--- src/rtl/mult_div_unit.sv ---
`default_nettype none
// ============================================================================
//  Module      : mult_div_unit
//  Description : Iterative WIDTH-bit multiply/divide unit (MULT, MULTU, DIV,
//                DIVU) writing the architectural HI/LO registers. One result
//                bit per cycle: shift-add multiply, restoring divide, then a
//                single sign-fix cycle.
//  Revision    : 1.0 - initial release
// ============================================================================
module mult_div_unit #(
    parameter int WIDTH = 32
) (
    input  logic             clk,
    input  logic             reset,
    input  logic             Start,
    input  logic [1:0]       Op,
    input  logic [WIDTH-1:0] A,
    input  logic [WIDTH-1:0] B,
    input  logic             MTHI,
    input  logic             MTLO,
    output logic             Busy,
    output logic             Done,
    output logic             DivByZero,
    output logic [WIDTH-1:0] HI,
    output logic [WIDTH-1:0] LO
);

    localparam int                 c_CNT_W = $clog2(WIDTH);
    localparam logic [c_CNT_W-1:0] c_LAST  = c_CNT_W'(WIDTH - 1);

    typedef enum logic [1:0] {
        S_IDLE = 2'd0,
        S_CALC = 2'd1,
        S_FIX  = 2'd2
    } state_t;

    state_t               state_q, state_d;
    logic                 is_div_q, is_div_d;     // latched Op[1]
    logic                 neg_q, neg_d;           // product / quotient sign
    logic                 rem_neg_q, rem_neg_d;   // remainder follows dividend
    logic                 bzero_q, bzero_d;       // divisor was zero
    logic [WIDTH-1:0]     a_orig_q, a_orig_d;     // raw A for divide-by-zero HI
    logic [WIDTH-1:0]     mcand_q, mcand_d;       // multiplicand or divisor magnitude
    logic [2*WIDTH-1:0]   acc_q, acc_d;           // product accumulator / dividend-quotient shifter
    logic [WIDTH:0]       rem_q, rem_d;           // partial remainder
    logic [c_CNT_W-1:0]   cnt_q, cnt_d;
    logic [WIDTH-1:0]     hi_q, hi_d;
    logic [WIDTH-1:0]     lo_q, lo_d;
    logic                 done_q, done_d;
    logic                 dbz_q, dbz_d;

    // Operand sign/magnitude split; signed only when Op[0] is set
    logic                 w_a_neg, w_b_neg;
    logic [WIDTH-1:0]     w_a_mag, w_b_mag;

    assign w_a_neg = Op[0] & A[WIDTH-1];
    assign w_b_neg = Op[0] & B[WIDTH-1];
    assign w_a_mag = w_a_neg ? -A : A;
    assign w_b_mag = w_b_neg ? -B : B;

    // One shift-add step: add multiplicand into the upper half when the
    // current multiplier bit (acc LSB) is set, then shift right with carry.
    logic [WIDTH:0]       w_mul_sum;
    logic [2*WIDTH-1:0]   w_mul_next;

    assign w_mul_sum  = {1'b0, acc_q[2*WIDTH-1:WIDTH]} + (acc_q[0] ? {1'b0, mcand_q} : '0);
    assign w_mul_next = {w_mul_sum, acc_q[WIDTH-1:1]};

    // One restoring divide step: bring in the next dividend bit, trial
    // subtract the divisor and keep the difference only if it did not borrow.
    logic [WIDTH+1:0]     w_shift;
    logic [WIDTH+1:0]     w_diff;
    logic                 w_qbit;
    logic [WIDTH:0]       w_rem_next;
    logic [2*WIDTH-1:0]   w_div_next;

    assign w_shift    = {rem_q, acc_q[WIDTH-1]};
    assign w_diff     = w_shift - {2'b00, mcand_q};
    assign w_qbit     = ~w_diff[WIDTH+1];
    assign w_rem_next = w_qbit ? w_diff[WIDTH:0] : w_shift[WIDTH:0];
    assign w_div_next = {acc_q[2*WIDTH-1:WIDTH], acc_q[WIDTH-2:0], w_qbit};

    // Sign correction applied in the FIX cycle
    logic [2*WIDTH-1:0]   w_prod;
    logic [WIDTH-1:0]     w_quo;
    logic [WIDTH-1:0]     w_rem;

    assign w_prod = neg_q     ? -acc_q              : acc_q;
    assign w_quo  = neg_q     ? -acc_q[WIDTH-1:0]   : acc_q[WIDTH-1:0];
    assign w_rem  = rem_neg_q ? -rem_q[WIDTH-1:0]   : rem_q[WIDTH-1:0];

    // State register
    always_ff @(posedge clk) begin
        if (reset) begin
            state_q <= S_IDLE;
        end else begin
            state_q <= state_d;
        end
    end

    // Next-state decode: IDLE -> CALC for WIDTH cycles -> FIX -> IDLE
    always_comb begin
        state_d = state_q;
        case (state_q)
            S_IDLE:  if (Start)          state_d = S_CALC;
            S_CALC:  if (cnt_q == c_LAST) state_d = S_FIX;
            S_FIX:                        state_d = S_IDLE;
            default:                      state_d = S_IDLE;
        endcase
    end

    // Datapath next values: operand capture, iteration step, result write-back
    always_comb begin
        is_div_d  = is_div_q;
        neg_d     = neg_q;
        rem_neg_d = rem_neg_q;
        bzero_d   = bzero_q;
        a_orig_d  = a_orig_q;
        mcand_d   = mcand_q;
        acc_d     = acc_q;
        rem_d     = rem_q;
        cnt_d     = cnt_q;
        hi_d      = hi_q;
        lo_d      = lo_q;
        done_d    = 1'b0;
        dbz_d     = dbz_q;

        case (state_q)
            S_IDLE: begin
                if (Start) begin
                    // Start wins over MTHI/MTLO in the same cycle
                    is_div_d  = Op[1];
                    neg_d     = w_a_neg ^ w_b_neg;
                    rem_neg_d = w_a_neg;
                    bzero_d   = (B == '0);
                    a_orig_d  = A;
                    mcand_d   = Op[1] ? w_b_mag : w_a_mag;
                    acc_d     = Op[1] ? {{WIDTH{1'b0}}, w_a_mag} : {{WIDTH{1'b0}}, w_b_mag};
                    rem_d     = '0;
                    cnt_d     = '0;
                    dbz_d     = 1'b0;
                end else begin
                    if (MTHI) hi_d = A;
                    if (MTLO) lo_d = A;
                end
            end
            S_CALC: begin
                cnt_d = cnt_q + c_CNT_W'(1);
                if (is_div_q) begin
                    acc_d = w_div_next;
                    rem_d = w_rem_next;
                end else begin
                    acc_d = w_mul_next;
                end
            end
            S_FIX: begin
                done_d = 1'b1;
                if (is_div_q && bzero_q) begin
                    hi_d  = a_orig_q;
                    lo_d  = '1;
                    dbz_d = 1'b1;
                end else if (is_div_q) begin
                    hi_d = w_rem;
                    lo_d = w_quo;
                end else begin
                    hi_d = w_prod[2*WIDTH-1:WIDTH];
                    lo_d = w_prod[WIDTH-1:0];
                end
            end
            default: begin
                done_d = 1'b0;
            end
        endcase
    end

    // Datapath and architectural registers; reset also aborts any operation
    always_ff @(posedge clk) begin
        if (reset) begin
            is_div_q  <= 1'b0;
            neg_q     <= 1'b0;
            rem_neg_q <= 1'b0;
            bzero_q   <= 1'b0;
            a_orig_q  <= '0;
            mcand_q   <= '0;
            acc_q     <= '0;
            rem_q     <= '0;
            cnt_q     <= '0;
            hi_q      <= '0;
            lo_q      <= '0;
            done_q    <= 1'b0;
            dbz_q     <= 1'b0;
        end else begin
            is_div_q  <= is_div_d;
            neg_q     <= neg_d;
            rem_neg_q <= rem_neg_d;
            bzero_q   <= bzero_d;
            a_orig_q  <= a_orig_d;
            mcand_q   <= mcand_d;
            acc_q     <= acc_d;
            rem_q     <= rem_d;
            cnt_q     <= cnt_d;
            hi_q      <= hi_d;
            lo_q      <= lo_d;
            done_q    <= done_d;
            dbz_q     <= dbz_d;
        end
    end

    assign Busy      = (state_q != S_IDLE);
    assign Done      = done_q;
    assign DivByZero = dbz_q;
    assign HI        = hi_q;
    assign LO        = lo_q;

endmodule
`default_nettype wire

--- config.mk ---
export PLATFORM = sky130hd
export DESIGN_NAME = mult_div_unit
export DESIGN_NICKNAME = d
export VERILOG_FILES = /design/src/rtl/mult_div_unit.sv
export SDC_FILE = /design/constraint.sdc
export NUM_CORES = 1
export LEC_CHECK = 0
export BUFFER_PORTS_ARGS = -buffer_cell sky130_fd_sc_hd__clkbuf_2
export CAP_MARGIN = 5
export CORE_MARGIN = 10
export CORE_UTILIZATION = 30
export CTS_BUF_LIST = sky130_fd_sc_hd__clkbuf_8 sky130_fd_sc_hd__clkbuf_16
export CTS_CLUSTER_SIZE = 40
export DETAILED_ROUTE_END_ITERATION = 8
export MAX_ROUTING_LAYER = met4
export PLACE_DENSITY = 0.44
export SETUP_SLACK_MARGIN = 0.05
export SLEW_MARGIN = 40
export SYNTH_ARGS = -nofsm -noshare
export SYNTH_HDL_FRONTEND = slang
export SYNTH_SLANG_ARGS = --single-unit
export TNS_END_PERCENT = 5
--- constraint.sdc ---
create_clock -name clk -period 4.6 [get_ports clk]
set_input_delay 1.38 -clock clk [delete_from_list [all_inputs] [get_ports clk]]
set_output_delay 1.38 -clock clk [all_outputs]
set_load 0.03 [all_outputs]
==> flow_metrics.tcl <==
set metrics [dict create \
    status "finished clean" \
    synth_cell_types 74 \
    slew_headroom 0.376 \
    cts_hold_buffers 0 \
    antenna_found_initial 2 \
    grt_pass1_vias 17300 \
    area_growth_pct 16.9 \
    synth_area_leaders "dfxtp_1 27%, nand2_1 6.5%, a21oi_1 5.2%" \
    ant_nets 0 \
    hold_end "mcand_q[4]" \
    start_util 0.302 \
    drtIter0Drc 1607 \
    ios 138 \
    worst-setup-path-type "flop to flop" \
    n_fill_cell 6165 \
    ys_warn_count 0 \
    crit_path_start_kind "flop" \
    globalRouteTotalUtil 0.243 \
    grt_max_degree 78 \
    route.top_layer_used "met4" \
    yosysSeqAreaShare 0.274 \
    fmax_mhz 251 \
    cts.sinks 238 \
    yosys_register_bits 238 \
    synth_top_area_cell "dfxtp_1" \
    timing.final.crit_share 0.867 \
    seqCellArea_sq_um 4770 \
    cts_tree "yes" \
    synth_edf_count 0 \
    yosys_most_used_dff "dfxtp_1" \
    drive_gt1_frac 0.132 \
    synthMuxAreaShare 0.0409 \
    route.vias.total 18500 \
    fin_tns_setup_ns 0 \
    dieArea_sq_um 68100 \
    tightest_slew_ns 0.933 \
    period_needed_ns 3.99 \
    syn-cell-area_sq_um 17400 \
    p_leak_nw 8.16 \
    coreArea_sq_um 57600 \
    cts_buffers 35 \
    routed-wl-met3_mm 5.01 \
    slew_violations 0 \
    wl_per_cell_microns 25.9 \
    drt-met1-wl_mm 36.8 \
    synth_compound_gate_area_share 0.276 \
    routabilityCongestion 0.945 \
    die_h_microns 261 \
    r2r_cells 9 \
    dr_wl_met2_mm 37.7 \
    std_cell_rows 88 \
    h-tree-depth 2 \
    grt-ovfl-total 0 \
    synthAdderAreaFrac 0.0526 \
    skew_ns 0.0277 \
    hold_viol_final 0 \
    worst_ep_arrival_time_ns 4.48 \
    setup_violations 0 \
    cap_violations 0 \
    netlist_instances 2332 \
    port_buffers 137 \
    synth_top_area_frac 0.274 \
    clk_pin_slew_worst_paths_ns 0.06 \
    nets 2567 \
    cts-root-buf "clkbuf_16" \
    first_pass_iters 6 \
    worst_hold_slack_ns 0.454 \
    viasPerCell 5.74 \
    synth_top_family_by_area "compound AO/OA/AOI/OAI gates" \
    rsz0062_at_grt "false" \
    r2r_end "HI[0]" \
    required_ns 5.09 \
    vdd_ir_drop_max_mv 0.246 \
    critPathMaxFanout 8 \
    clockBufferDepth 3 \
    async_flop_share 0 \
    postCtsSetupRepairBufs 0 \
    die_w_microns 261 \
    drcViolationCount 0 \
    clk-insertion-delay-late_ns 0.56 \
    powerDensity_nw_per_um2 320 \
    synth_xor_area_frac 0.0951 \
    r2r_slack_ns 0.61 \
    min-delay-start "mcand_q[4]" \
    dp_hpwl_mm 64.6 \
    grt_pass1_wl_mm 120 \
    cp-end-kind "flop" \
    syn_nets 2475 \
    r2r_start "acc_q[10]" \
    syn_area_per_cell_sq_um 7.47 \
    crit_start "acc_q[10]" \
    multi_input_area_sq_um 11900 \
    holdCritPathClass "flop to flop" \
    routed_wl_mm 83.2 \
    hold_depth 2 \
    synth_simple_gate_area_frac 0.213 \
    cts_resized 0 \
]
[critical path, stage by stage (launching register included)]
cell and delay, ns:
dfxtp_1 0.41, or4_4 0.61, or4_4 0.47, or3_1 0.44
or4_1 0.70, o41ai_1 0.42, xor2_1 0.24, o311ai_1 0.36
o21ai_0 0.14, nor2_1 0.10
[per-stage QoR]
stage	util	area, sq um	total power, mW	std cells	worst slack [ns]
global route	0.353	20400	6.75	3217	0.379
CTS	0.353	20300	6.54	3215	0.675
finish	0.353	20400	6.50	3217	0.612
global placement	0.333	19100	3.72	3152	0.432
detailed placement	0.333	19200	3.73	3152	0.425
floorplan	-	17400	3.17	2332	0.785
[report_power, final]
part	switching [mW]	internal (mW)
combinational	0.944	0.462
clock	1.09	1.71
sequential	0.129	2.17
[sequential cells by signal, indices dropped and copies added (netlist names)]
| register | count |
|---|---|
| a_orig_q | 32 |
| HI | 32 |
| rem_neg_q | 1 |
| Done | 1 |
| cnt_q | 5 |
| bzero_q | 1 |
| state_q | 2 |
| neg_q | 1 |
| LO | 32 |
| is_div_q | 1 |
| mcand_q | 32 |
| rem_q | 33 |
| acc_q | 64 |
| DivByZero | 1 |
[cell families after synthesis]
logic type / after synthesis
compound gates: 728
xor+xnor: 189
fa+ha+maj: 72
mux: 70
flops: 238
buf+inv: 227
simple gates: 808
[synthesized netlist by cell type (7+ instances only)]
library cell	count
nand4_1	8
clkbuf_1	147
o31ai_1	44
nor2b_1	17
xor2_1	94
o22ai_1	21
nand3_1	46
inv_1	64
or4_1	14
dfxtp_1	238
a31oi_1	19
o211ai_1	45
a311oi_1	24
or3_1	34
mux2_2	9
a21oi_1	181
a211oi_1	65
nand2b_1	26
a22o_1	7
o21a_1	14
or2_2	14
a21o_1	28
nor2_1	231
a221oi_1	16
buf_1	13
nor3_1	48
mux2i_1	61
and3_1	14
nor4_1	19
and2_1	7
o41ai_1	27
ha_1	70
o21ai_0	147
a22oi_1	17
nand3b_1	7
xnor2_1	95
nand2_1	303
[layer usage]
layer,vias up,global-route usage
li1,8684,-
met1,8940,0.310
met2,689,0.379
met3,138,0.0338
met4,0,0.100
met5,-,-
[layout by cell type (no fill, tap or decap), types with 15 or more instances in the layout]
| cell type | count |
|---|---|
| o21ai_0 | 146 |
| clkbuf_2 | 136 |
| nand3_1 | 46 |
| xor2_1 | 93 |
| a21o_1 | 28 |
| a311oi_1 | 24 |
| a22oi_1 | 17 |
| nor3_1 | 47 |
| a211oi_1 | 64 |
| a21oi_1 | 181 |
| nor4_1 | 19 |
| dfxtp_1 | 235 |
| nor2_1 | 228 |
| clkbuf_16 | 36 |
| inv_1 | 72 |
| o31ai_1 | 44 |
| nand2b_1 | 26 |
| buf_4 | 77 |
| o22ai_1 | 21 |
| o211ai_1 | 45 |
| nor2b_1 | 15 |
| mux2i_1 | 61 |
| a31oi_1 | 19 |
| or3_1 | 34 |
| o41ai_1 | 27 |
| a221oi_1 | 16 |
| nand2_1 | 303 |
| xnor2_1 | 94 |
| ha_1 | 70 |
[how the worst max path moves through the flow]
stage	end	slack, ns	depth (start not counted)
6_report	HI[0]	0.61	9
5_1_grt	acc_q[61]	0.38	14
4_1_cts	HI[0]	0.67	9
3_5_place_dp	mcand_q[31]	0.42	10
3_3_place_gp	mcand_q[24]	0.43	10
2_1_floorplan	mcand_q[29]	0.79	9
[area by class of cell]
cell class | instances | area share
inverter | 65 | 0.0120
clock inverter | 20 | 0.00916
multi-input combinational | 1867 | 0.583
timing repair buffer | 217 | 0.0654
tap | 765 | 0.0470
sequential | 238 | 0.234
antenna | 2 | 0.000246
clock buffer | 43 | 0.0490
(Power assumes the default switching activity.)
